<file path="config.mk">
export PLATFORM = sky130hd
export DESIGN_NAME = bubsys_sram_arbiter
export DESIGN_NICKNAME = d
export VERILOG_FILES = /design/src/rtl/bubsys_sram_arbiter.sv
export SDC_FILE = /design/constraint.sdc
export NUM_CORES = 1
export LEC_CHECK = 0
export CAP_MARGIN = 10
export CELL_PAD_IN_SITES_DETAIL_PLACEMENT = 1
export CELL_PAD_IN_SITES_GLOBAL_PLACEMENT = 1
export CORE_MARGIN = 1.5
export CORE_UTILIZATION = 25
export DETAILED_ROUTE_END_ITERATION = 7
export PLACE_DENSITY_LB_ADDON = 0.1
export SLEW_MARGIN = 20
export SYNTH_ARGS = -nofsm -noshare
export SYNTH_HDL_FRONTEND = slang
export SYNTH_SLANG_ARGS = --single-unit
</file>
<file path="constraint.sdc">
create_clock -name i_MCLK -period 1 [get_ports i_MCLK]
set_input_delay 0.2 -clock i_MCLK [delete_from_list [all_inputs] [get_ports i_MCLK]]
set_output_delay 0.2 -clock i_MCLK [all_outputs]
set_load 0.03 [all_outputs]
</file>
<file path="src/rtl/bubsys_sram_arbiter.sv">
// Shares one single-port work SRAM between the bubble DMA (R0) and the CPU (R1).
// Define BUBSYS_SRAM_ARB_RR_EN for round-robin contention; default is fixed R0 priority.
`timescale 1ns/1ps
module bubsys_sram_arbiter #(
  parameter int AW = 10,
  parameter int DW = 8
) (
  input  logic          i_MCLK,
  input  logic          i_RST,
  input  logic          i_R0_REQ,
  input  logic          i_R0_WE,
  input  logic [AW-1:0] i_R0_ADDR,
  input  logic [DW-1:0] i_R0_DIN,
  output logic          o_R0_ACK,
  output logic [DW-1:0] o_R0_DOUT,
  output logic          o_R0_DVALID,
  input  logic          i_R1_REQ,
  input  logic          i_R1_WE,
  input  logic [AW-1:0] i_R1_ADDR,
  input  logic [DW-1:0] i_R1_DIN,
  output logic          o_R1_ACK,
  output logic [DW-1:0] o_R1_DOUT,
  output logic          o_R1_DVALID,
  output logic [AW-1:0] o_SRAM_ADDR,
  output logic [DW-1:0] o_SRAM_DIN,
  output logic          o_SRAM_RD,
  output logic          o_SRAM_WR,
  input  logic [DW-1:0] i_SRAM_DOUT
);

  typedef enum logic {
    S_IDLE  = 1'b0,
    S_GRANT = 1'b1
  } state_t;

  state_t state;
  state_t state_nx;

  logic req_any;
  logic win_nx;
  logic win;
  logic we_q;
  logic p1_vld;
  logic p1_own;
  logic take;

  assign req_any = i_R0_REQ | i_R1_REQ;
  assign take    = (state == S_IDLE) & req_any;

`ifdef BUBSYS_SRAM_ARB_RR_EN
  logic last;

  always_comb begin
    if (i_R0_REQ & i_R1_REQ) win_nx = ~last;
    else                     win_nx = ~i_R0_REQ;
  end

  always_ff @(posedge i_MCLK) begin
    if (i_RST)     last <= 1'b1;
    else if (take) last <= win_nx;
  end
`else
  // DMA has a hard deadline, so R0 always wins contention
  always_comb begin
    win_nx = ~i_R0_REQ;
  end
`endif

  always_ff @(posedge i_MCLK) begin
    if (i_RST) state <= S_IDLE;
    else       state <= state_nx;
  end

  always_comb begin
    state_nx = state;
    unique case (state)
      S_IDLE:  if (req_any) state_nx = S_GRANT;
      S_GRANT: state_nx = S_IDLE;
    endcase
  end

  always_comb begin
    o_R0_ACK  = 1'b0;
    o_R1_ACK  = 1'b0;
    o_SRAM_WR = 1'b0;
    o_SRAM_RD = 1'b0;
    if (state == S_GRANT) begin
      o_R0_ACK  = ~win;
      o_R1_ACK  = win;
      o_SRAM_WR = we_q;
      o_SRAM_RD = ~we_q;
    end
  end

  always_ff @(posedge i_MCLK) begin
    if (i_RST) begin
      win         <= 1'b0;
      we_q        <= 1'b0;
      o_SRAM_ADDR <= '0;
      o_SRAM_DIN  <= '0;
    end else if (take) begin
      win         <= win_nx;
      we_q        <= win_nx ? i_R1_WE   : i_R0_WE;
      o_SRAM_ADDR <= win_nx ? i_R1_ADDR : i_R0_ADDR;
      o_SRAM_DIN  <= win_nx ? i_R1_DIN  : i_R0_DIN;
    end
  end

  // Stage 1 tracks the SRAM read edge, stage 2 lands data in the owner
  always_ff @(posedge i_MCLK) begin
    if (i_RST) begin
      p1_vld      <= 1'b0;
      p1_own      <= 1'b0;
      o_R0_DVALID <= 1'b0;
      o_R1_DVALID <= 1'b0;
      o_R0_DOUT   <= '0;
      o_R1_DOUT   <= '0;
    end else begin
      p1_vld      <= o_SRAM_RD;
      p1_own      <= win;
      o_R0_DVALID <= p1_vld & ~p1_own;
      o_R1_DVALID <= p1_vld & p1_own;
      if (p1_vld & ~p1_own) o_R0_DOUT <= i_SRAM_DOUT;
      if (p1_vld & p1_own)  o_R1_DOUT <= i_SRAM_DOUT;
    end
  end

endmodule

</file>
# Word-level counts from Yosys, hierarchy flattened
# Cells that the tools add are included.
# word_totals
ff_bits	41
inputBits	50
output_inout_bits	40
wordCells	29
# classes
muxes	9
bitwise	9
# ops
op	n
2-to-1 mux 10 bit	1
2-to-1 mux 8 bit	1
2-to-1 mux 1 bit	6
inverter 1 bit	5
bitwise AND 1 bit	3
one-hot mux 1 bit (2 select lines)	1
OR 1 bit	1

# Depth between registers and ports, before layout
# logic_depth
word_depth	3
depth_mapped	5
ltp_nobuf	3

# Worst setup path after synthesis
# No wires, ideal clock.
# synth_path
path_kind	reg2out
from	register state
to	output o_R0_ACK
t_arrival_ns	0.818
required_time_ns	0.800
path_slack_ns	-0.018
stages_incl_launch_ff	3
path_buffers	0
path_cell_list	dfxtp_1 > inv_1 > nor2_1
# synth_via
elab_chain_cells	1
# synth_lines
element	line_no	text
start, declared	36	state_t state;
start signal, assigned	71	else state <= state_nx;
2-to-1 mux 1 bit	87	if (state == S_GRANT) begin
end, declared	14	output logic o_R0_ACK,
# Every way passes these cells.

# Final worst setup path
# layout_path
from	register win
to	output o_R1_ACK
# layout_via
elab_chain_cells	1
# layout_lines
element	line_no	text
start, declared	41	logic win;
start signal, assigned	102	win <= win_nx;
2-to-1 mux 1 bit	87	
end, declared	21	output logic o_R1_ACK,
# Every way passes these cells.

==> reports/metrics.csv <==
metric,value,unit
Hold WC Path Type,in2reg,
"Req. time, crit path",0.80,ns
Slew headroom,0.7977,
Chip Width,84.86,um
CTS tree,done,
met2 WL,2439,um
vias in the first global route,1672,
"most common cell after layout, fill and taps aside",clkdlybuf4s50_1,
WL final,4858,um
fin crit share,1.143,
clock-pin slew on the worst setup and hold paths,0.08,ns
drt wl/cell,13.53,um
register area share after synthesis,0.4899,
critical path type,reg2out,
worst path arrival time,0.94,ns
crit path cell chain,and2_4 -> buf_6,
pwr dens,1328,nW/um^2
Die ar.,7201,um^2
Metal-1 WL,2013,um
largest net degree at the start of global routing,13,
Die H,84.86,um
f_max,874.6,MHz
gr usage total,0.1368,
outcome,"finished, violations left",
"Hold Vio Cnt, Final",0,
clk_skew,0.006440,ns
final core utilization,0.4732,
Detail Placement HPWL,3610,um
Max H-tree Level,2,
MaxCap Viol Count,0,
Filler cells,724,
Multi-input gate area,824.5,um^2
Top Metal Used,met4,
CTS root buffer,clkbuf_8,
Place WS,-0.5340,ns
post-synthesis cell count,176,
WHS,0.2802,ns
nets,331,
CP max stage delay,0.37,ns
most frequent cells in the layout,"46 x clkdlybuf4s50_1, 42 x buf_6, 32 x dfxtp_2, 25 x nand2_1, 19 x mux2i_1",
startpoint class of the critical path,flip-flop,
routed vias,1625,
DRT antenna net count,0,
Storage cell area,872.1,um^2
worst slew pin tran,0.3026,ns
row cnt,29,
post-synth net total,226,
CORE AREA,6422,um^2
GP Congestion,0.6924,
failing checks,"DRC, setup timing",
max-slew violations,0,
r2r setup slk,-0.13,ns
Final setup viols,24,
Buffers on Ports,89,
Post-Syn Area,1675,um^2
Leak,1.237,nW
GR Overflow Total,0,
Max VDD drop,0.0005785,V
Tmin final,1.143,ns
DR WL met3,362,um
final worst setup slack,-0.1434,ns
crit-path max FO,4,
RSZ-0062 raised after global routing,yes,
first-pass GRT wire length,7734,um
slowest CP cell,dfxtp_4,
Netlist cell types,19,
CTS max path bufs,2,
synth-to-layout area growth,81.40,%
crit end category,output pin,
"Design Area, Final",3039,um^2
setup TNS,-2.356,ns
Avg Inst Size Synth,9.519,um^2
io pins,90,
Clock Latency Late Sink,0.29,ns
initial core utilization,0.2609,
DR iter-0 viols,27,
CTS Buf Count,5,
CTS Sinks,41,
Seq cells post-synth,41,
Hold Buf Count CTS,0,
initial antenna violation count,1,
fraction of layout cells with a size suffix above 1,0.4769,
warnings from Yosys,0,
Placement Cell Area,2606,um^2
drt pass-1 iters,8,
drt drc,7,
vias per std cell,4.526,
synth_stat cells:
library cell  number  share of area
a211oi_1          10          0.045
dfxtp_1           41           0.49
a21oi_1           17          0.051
buf_4              2         0.0090
nand3_1            8          0.024
a211oi_2          10          0.075
clkbuf_1           4         0.0090
buf_6              2          0.013
nand2_1           25          0.056
nor2_1            23          0.052
nor3_1             1         0.0030
mux2i_1           19           0.11
buf_2              5          0.015
inv_1              1         0.0022
bufbuf_8           1          0.011
nand2b_1           1         0.0037
and2_1             2         0.0075
o21ba_4            1         0.0097
nor2b_1            3          0.011
critical path, delay by kind of cell (launching register included):
family,cells,cell delay [ns]
buf+inv,1,0.13
flops,1,0.37
simple gates,1,0.16
worst paths after layout:
| check | startpoint | endpoint | cells past startpoint |
|---|---|---|---|
| worst max register to register | state | o_SRAM_ADDR[3] | 4 |
| worst max-delay path | win | o_R1_ACK | 2 |
| worst min register to register | o_R0_DOUT[7] | o_R0_DOUT[7] | 2 |
| worst min-delay path | i_RST | p1_vld | 2 |
where the power goes:
group	internal, mW	total [mW]	switching [mW]	leakage, nW
logic	0.593	1.11	0.521	0.842
registers	1.75	1.83	0.0839	0.351
clock network	0.548	1.09	0.539	0.0443
area by class of cell:
type | count | share of cell area
Antenna cell | 1 | 0.0008234
Clock buffer | 7 | 0.02841
Inverter | 1 | 0.002058
Multi-Input combinational cell | 120 | 0.2713
Sequential cell | 41 | 0.2869
Tap cell | 77 | 0.03170
Timing Repair Buffer | 112 | 0.3788
per-stage QoR:
stage | total power [mW] | std cells
6_report | 4.035 | 359
5_1_grt | 4.244 | 359
4_1_cts | 4.073 | 356
3_5_place_dp | 2.787 | 344
3_3_place_gp | 2.776 | 344
2_1_floorplan | 2.332 | 176
cells by family (layout without fill, tap and decap cells):
group,after synthesis,count (layout),share of synthesized area
mux,19,19,0.1135
flops,41,41,0.4899
compound gates,38,38,0.1800
other cells,0,1,0
simple gates,63,63,0.1568
buf+inv,15,120,0.05974
state kept, by name, indices dropped and copies added, names as in the netlist:
register     cells
o_R1_DOUT        8
state            1
o_SRAM_DIN       8
o_R0_DOUT        8
p1_vld           1
win              1
p1_own           1
o_SRAM_ADDR     10
o_R1_DVALID      1
we_q             1
o_R0_DVALID      1
metal layers:
metal  global-route usage  vias up
met1               0.1549      752
met3              0.05545        4
met2               0.2371       53
met4              0.04024        0
met5                    0        -
li1                     -      816
what timing repair did:
item / 4_1_cts / 5_1_grt
setup endpoints to repair: 45 / 57
pin swaps: 11 / 3
hold endpoints to repair: 0 / 0
buffers inserted: 4 / 3
resized for setup: 68 / 36
gates cloned: 1 / 0
No activity file was read; power rests on OpenSTA's default activity.
